File: config.mk
export PLATFORM = sky130hd
export DESIGN_NAME = rca_pipe_flat
export DESIGN_NICKNAME = d
export VERILOG_FILES = /design/src/rtl/adder_pkg.sv /design/src/rtl/rca_pipe_if.sv /design/src/rtl/rca_seg.sv /design/src/rtl/rca_pipe.sv /design/src/flat_wrapper.sv
export SDC_FILE = /design/constraint.sdc
export NUM_CORES = 1
export LEC_CHECK = 0
export CAP_MARGIN = 10
export CORE_MARGIN = 8
export CORE_UTILIZATION = 60
export DETAILED_ROUTE_END_ITERATION = 8
export DONT_BUFFER_PORTS = 1
export PLACE_DENSITY = 0.76
export SLEW_MARGIN = 20
export SYNTH_ARGS = -nofsm -noshare
export SYNTH_HDL_FRONTEND = slang
export SYNTH_HIERARCHICAL = 1
export SYNTH_SLANG_ARGS = --single-unit
File: constraint.sdc
create_clock -name clk -period 11.15 [get_ports clk]
set_input_delay 1.6725 -clock clk [delete_from_list [all_inputs] [get_ports clk]]
set_output_delay 1.6725 -clock clk [all_outputs]
set_load 0.02 [all_outputs]
File: src/rtl/adder_pkg.sv
// adder_pkg: shared opcodes and segment sizing for the pipelined ripple-carry adder
package adder_pkg;
  localparam logic OP_ADD = 1'b0;
  localparam logic OP_SUB = 1'b1;

  function automatic int seg_width(input int width, input int stages);
    return (stages < 1) ? width : width / stages;
  endfunction
endpackage

File: src/rtl/rca_pipe_if.sv
// rca_pipe_if: operand and result handshake bundle for rca_pipe
interface rca_pipe_if #(
  parameter int WIDTH = 32
);
  logic             in_valid;
  logic             in_ready;
  logic [WIDTH-1:0] a;
  logic [WIDTH-1:0] b;
  logic             ci;
  logic             op;
  logic             out_valid;
  logic             out_ready;
  logic [WIDTH-1:0] s;
  logic             co;
  logic             ovf;
  logic             zero;

  modport master (
    output in_valid, a, b, ci, op, out_ready,
    input  in_ready, out_valid, s, co, ovf, zero
  );

  modport slave (
    input  in_valid, a, b, ci, op, out_ready,
    output in_ready, out_valid, s, co, ovf, zero
  );
endinterface

File: src/rtl/rca_seg.sv
// rca_seg: combinational W-bit ripple-carry adder segment
module rca_seg #(
  parameter int W = 8
) (
  input  logic [W-1:0] a,
  input  logic [W-1:0] b,
  input  logic         ci,
  output logic [W-1:0] s,
  output logic         co
);
  logic c;

  // Chain one full-adder cell per bit, carry rippling from LSB to MSB
  always_comb begin
    c = ci;
    for (int i = 0; i < W; i++) begin
      s[i] = a[i] ^ b[i] ^ c;
      c = (a[i] & b[i]) | (c & (a[i] ^ b[i]));
    end
    co = c;
  end
endmodule

File: src/rtl/rca_pipe.sv
// rca_pipe: pipelined ripple-carry add/sub with registered carry per segment and valid/ready flow control
module rca_pipe
  import adder_pkg::*;
#(
  parameter int WIDTH  = 32,
  parameter int STAGES = 4
) (
  input logic       clk,
  input logic       reset_n,
  rca_pipe_if.slave bus
);
  localparam int SEG = seg_width(WIDTH, STAGES);

  if (STAGES < 1 || WIDTH % STAGES != 0) begin : g_chk
    $error("rca_pipe: WIDTH must be a multiple of STAGES and STAGES must be at least 1");
  end

  logic             adv;
  logic             ovf_n;
  logic             zero_n;
  logic             ovf_q;
  logic             zero_q;
  logic             pv    [0:STAGES];
  logic             pc    [0:STAGES];
  logic [WIDTH-1:0] ps    [0:STAGES];
  logic [WIDTH-1:0] pa    [0:STAGES-1];
  logic [WIDTH-1:0] pb    [0:STAGES-1];
  logic [WIDTH-1:0] sum_n [1:STAGES];
  logic [SEG-1:0]   seg_s [1:STAGES];
  logic             seg_co[1:STAGES];

  assign adv           = !pv[STAGES] || bus.out_ready;
  assign bus.in_ready  = adv;
  assign bus.out_valid = pv[STAGES];
  assign bus.s         = ps[STAGES];
  assign bus.co        = pc[STAGES];
  assign bus.ovf       = ovf_q;
  assign bus.zero      = zero_q;

  for (genvar k = 1; k <= STAGES; k++) begin : g_seg
    rca_seg #(.W(SEG)) u_seg (
      .a  (pa[k-1][k*SEG-1 -: SEG]),
      .b  (pb[k-1][k*SEG-1 -: SEG]),
      .ci (pc[k-1]),
      .s  (seg_s[k]),
      .co (seg_co[k])
    );
  end

  // Splice each stage's fresh segment sum into the partial result handed on by the previous stage
  always_comb begin
    for (int k = 1; k <= STAGES; k++) begin
      sum_n[k] = ps[k-1];
      sum_n[k][k*SEG-1 -: SEG] = seg_s[k];
    end
  end

  assign ovf_n  = (pa[STAGES-1][WIDTH-1] == pb[STAGES-1][WIDTH-1]) &&
                  (sum_n[STAGES][WIDTH-1] != pa[STAGES-1][WIDTH-1]);
  assign zero_n = sum_n[STAGES] == '0;

  // Shift every stage forward one slot whenever the output side can make room; b is pre-inverted for subtract
  always_ff @(posedge clk or negedge reset_n) begin
    if (!reset_n) begin
      for (int k = 0; k <= STAGES; k++) begin
        pv[k] <= 1'b0;
        pc[k] <= 1'b0;
        ps[k] <= '0;
      end
      for (int k = 0; k < STAGES; k++) begin
        pa[k] <= '0;
        pb[k] <= '0;
      end
      ovf_q  <= 1'b0;
      zero_q <= 1'b0;
    end else if (adv) begin
      pv[0] <= bus.in_valid;
      pa[0] <= bus.a;
      pb[0] <= bus.b ^ {WIDTH{bus.op == OP_SUB}};
      pc[0] <= (bus.op == OP_SUB) ? 1'b1 : bus.ci;
      ps[0] <= '0;
      for (int k = 1; k <= STAGES; k++) begin
        pv[k] <= pv[k-1];
        pc[k] <= seg_co[k];
        ps[k] <= sum_n[k];
      end
      for (int k = 1; k < STAGES; k++) begin
        pa[k] <= pa[k-1];
        pb[k] <= pb[k-1];
      end
      ovf_q  <= ovf_n;
      zero_q <= zero_n;
    end
  end
endmodule

File: src/flat_wrapper.sv
// flat-port wrapper written by rule: the top's interface ports become plain ports
module rca_pipe_flat import adder_pkg::*;
#(
  parameter int WIDTH  = 32,
  parameter int STAGES = 4
)
  (clk, reset_n, bus_in_valid, bus_a, bus_b, bus_ci, bus_op, bus_out_ready, bus_in_ready, bus_out_valid, bus_s, bus_co, bus_ovf, bus_zero);
  rca_pipe_if #(.WIDTH(WIDTH)) bus_i ();
  input logic clk;
  input logic reset_n;
  input wire logic [$bits(bus_i.in_valid)-1:0] bus_in_valid;
  input wire logic [$bits(bus_i.a)-1:0] bus_a;
  input wire logic [$bits(bus_i.b)-1:0] bus_b;
  input wire logic [$bits(bus_i.ci)-1:0] bus_ci;
  input wire logic [$bits(bus_i.op)-1:0] bus_op;
  input wire logic [$bits(bus_i.out_ready)-1:0] bus_out_ready;
  output wire logic [$bits(bus_i.in_ready)-1:0] bus_in_ready;
  output wire logic [$bits(bus_i.out_valid)-1:0] bus_out_valid;
  output wire logic [$bits(bus_i.s)-1:0] bus_s;
  output wire logic [$bits(bus_i.co)-1:0] bus_co;
  output wire logic [$bits(bus_i.ovf)-1:0] bus_ovf;
  output wire logic [$bits(bus_i.zero)-1:0] bus_zero;
  assign bus_i.in_valid = bus_in_valid;
  assign bus_i.a = bus_a;
  assign bus_i.b = bus_b;
  assign bus_i.ci = bus_ci;
  assign bus_i.op = bus_op;
  assign bus_i.out_ready = bus_out_ready;
  assign bus_in_ready = bus_i.in_ready;
  assign bus_out_valid = bus_i.out_valid;
  assign bus_s = bus_i.s;
  assign bus_co = bus_i.co;
  assign bus_ovf = bus_i.ovf;
  assign bus_zero = bus_i.zero;
  rca_pipe #(.WIDTH(WIDTH), .STAGES(STAGES)) u_core (.clk(clk), .reset_n(reset_n), .bus(bus_i));
endmodule
==> results.toml <==
[status]
run_status = "finished, final reports clean"

[detailed_routing]
via_per_inst = 4.95
route.vias.total = 6772
detail_route.iter0.violations = 513
postRouteAntennaNets = 0
routedWlPerCell_um = 14.0
route.final.wire_length_mm = 19.2
post-route-drc-count = 0
dr.pass1.iters = 4

[cts]
holdBufCountCts = 0
worst_setup_hold_path_clk_slew_ns = 0.06
clk-insertion-delay-late_ns = 0.52
tritoncts = "yes"
tritoncts.num_buffers = 26
cts.sinks = 252
cts_max_path_buffers = 3
root_buffer = "sky130_fd_sc_hd__clkbuf_16"
post_cts_resized = 0
htree_num_levels = 1
cts_setup_buffers = 0

[power_and_ir_drop]
power.leakage_uw = 0.00598
pwr_total_uw = 3450
vdd_drop_max_v = 0.000239
powerDensity_mw_per_mm2 = 302

[layout]
num-nets-final = 1224
antenna_cells = 0
finish.instance_area_mm2 = 0.0114
num-fill-cells = 1527
utilization_pct = 63.5
final_layout_size_suffix_gt1_share_pct = 3.60
area_growth_syn_to_layout_pct = 3.90

[sta]
timing.final.max_slew_violations = 0
max_clock_freq_ghz = 0.203
timing.final.crit_share_pct = 44.2
finalHoldViolations = 0
finalSetupViolCount = 0
tns_ns = 0
finalClockSkew_ns = 0.00774
worstMarginPinSlew_ns = 0.906
layout_min_cycle_time_ns = 4.92
postLayoutSetupSlackWorst_ns = 6.23
rsz0062_at_grt = "false"
relSlewSlack_pct = 39.6

[placement]
gpl_congestion = 0.760
dp_worst_setup_slack_ns = 6.21
placement.io_buffers = 0
place_area_mm2 = 0.0105
hpwl_mm = 11.8

[floorplan]
fp.coreArea_mm2 = 0.0180
initial_core_util_pct = 61.1
floorplan.die.width_um = 151
dieHeight_um = 151
placementRows = 49
io_pins = 107
design.die.area_mm2 = 0.0229

[worst_setup_path]
critical_path_peak_fanout = 155
critPathKind = "input pin to primary output"
worst_setup_path_start_kind = "input pin"
crit_start = "bus_out_ready"
worst-endpoint-arrival_ns = 3.25
crit_required_ns = 9.48
critical_path.endpoint_type = "primary output"
worst_r2r_startpoint = "u_core/pa[24]$_DFFE_PN0P_"

[hold_path]
holdCritStartpoint = "u_core/pa[105]$_DFFE_PN0P_"
hp-class = "register to register"

[global_route]
grt.total_usage_pct = 17.3
antenna_found_initial = 1
pin_count_of_the_biggest_net_entering_global_routing = 287
grt_pass1_wl_mm = 32.8
global_route.overflow_total = 0
grt_pass1_vias = 6815

[logic_synthesis]
post_synth_inst_count = 1183
synth-warning-count = 6
synth.net_count = 1285
seq_area_frac_synth_pct = 57.5
yosys.cell_types.count = 21
syn_area_mm2 = 0.0110
ys_seq_elements = 252
synth.avg_cell_area_um2 = 9.28

[flow_run]
drv.max_cap_violation_count = 0
==> state kept, by name (all words and copies together) (netlist names) <==
signal,count
u_core/pa,80
u_core/ps,48
u_core/pv,4
u_core/bus.s,32
u_core/bus.out_valid,1
u_core/pb,80
u_core/bus.co,1
u_core/pc,4
u_core/bus.ovf,1
u_core/bus.zero,1
==> per-stage QoR <==
step / hold WS, ns / instances
after global routing: 0.474 / 1368
after floorplan: 0.430 / 1183
after global placement: 0.450 / 1322
after detailed placement: 0.454 / 1322
final: 0.463 / 1368
after CTS: 0.469 / 1367
==> synthesized netlist by cell type <==
| cell | n | share of area [%] |
|---|---|---|
| sky130_fd_sc_hd__nand2_1 | 684 | 23 |
| sky130_fd_sc_hd__buf_4 | 39 | 2.7 |
| sky130_fd_sc_hd__nand2b_1 | 1 | 0.057 |
| sky130_fd_sc_hd__nand4_1 | 2 | 0.11 |
| sky130_fd_sc_hd__nor2b_4 | 1 | 0.13 |
| sky130_fd_sc_hd__dfrtp_1 | 252 | 57 |
| sky130_fd_sc_hd__fa_1 | 32 | 5.8 |
| sky130_fd_sc_hd__o31ai_1 | 1 | 0.068 |
| sky130_fd_sc_hd__xnor2_1 | 32 | 2.6 |
| sky130_fd_sc_hd__buf_2 | 21 | 0.96 |
| sky130_fd_sc_hd__inv_4 | 1 | 0.057 |
| sky130_fd_sc_hd__buf_6 | 27 | 2.8 |
| sky130_fd_sc_hd__nor2_1 | 1 | 0.034 |
| sky130_fd_sc_hd__nor4_1 | 8 | 0.46 |
| sky130_fd_sc_hd__o21ai_0 | 34 | 1.6 |
| sky130_fd_sc_hd__a21oi_1 | 1 | 0.046 |
| sky130_fd_sc_hd__and3b_1 | 1 | 0.080 |
| sky130_fd_sc_hd__clkbuf_4 | 1 | 0.068 |
| sky130_fd_sc_hd__inv_1 | 40 | 1.4 |
| sky130_fd_sc_hd__buf_8 | 2 | 0.27 |
| sky130_fd_sc_hd__clkbuf_1 | 2 | 0.068 |
==> cell usage in the layout (no fill, tap or decap), types with 2 or more instances in the layout <==
cell / netlist / routed
sky130_fd_sc_hd__fa_1: 32 / 32
sky130_fd_sc_hd__nand2_1: 684 / 684
sky130_fd_sc_hd__xnor2_1: 32 / 32
sky130_fd_sc_hd__dfrtp_1: 252 / 252
sky130_fd_sc_hd__clkbuf_8: 0 / 3
sky130_fd_sc_hd__nor4_1: 8 / 8
sky130_fd_sc_hd__nand4_1: 2 / 2
sky130_fd_sc_hd__o21ai_0: 34 / 34
sky130_fd_sc_hd__inv_1: 40 / 40
sky130_fd_sc_hd__clkbuf_1: 2 / 9
sky130_fd_sc_hd__clkinv_2: 0 / 4
sky130_fd_sc_hd__clkbuf_16: 0 / 27
sky130_fd_sc_hd__bufinv_16: 0 / 2
==> cell families after synthesis <==
logic type                 synth area share (%)
and+or+nand+nor                            24.3
buffers and inverters                      8.23
DFF                                        57.5
AOI/OAI and AO/OA                          1.66
adders and majority gates                  5.84
xor gates and xnor gates                   2.55
==> final cells by class <==
class,instances,area [um^2],share of cell area (%)
inverter,41,159,1.39
multi-input combinational,798,3770,33.0
clock buffer,39,751,6.58
sequential,252,6310,55.3
tap,229,287,2.51
timing repair buffer,3,55.1,0.483
clock inverter,6,80.1,0.702
==> path summary, 6_finish.rpt <==
kind | endpoint | slack (ns) | cells after the start
min reg2reg | u_core/pa[105]$_DFFE_PN0P_ | 0.46 | 2
max reg2reg | u_core/bus.ovf$_DFFE_PN0P_ | 6.86 | 15
min in group asynchronous | u_core/pb[89]$_DFFE_PN0P_ | 0.87 | 0
max in group asynchronous | u_core/pa[73]$_DFFE_PN0P_ | 9.88 | 0
min | u_core/pa[105]$_DFFE_PN0P_ | 0.46 | 2
max | bus_in_ready | 6.23 | 4
==> critical path, cell delays in order <==
cell and delay (ns):
sky130_fd_sc_hd__nor2b_4 0.11, sky130_fd_sc_hd__buf_12 0.40, sky130_fd_sc_hd__buf_16 0.49, sky130_fd_sc_hd__inv_6 0.41
==> power by group <==
group          internal [uW]  switching [uW]
Clock                    507             333
Combinational            366             574
Sequential              1320             347
Total                   2190            1250
==> routing by layer <==
layer	wire length [um]	GRT usage (%)	vias up
li1	-	-	3401
met4	269	4.30	2
met5	13	0	-
met2	8590	25.8	128
met1	9180	25.3	3216
met3	1150	4.00	25
No activity file was read; power rests on OpenSTA's default activity.
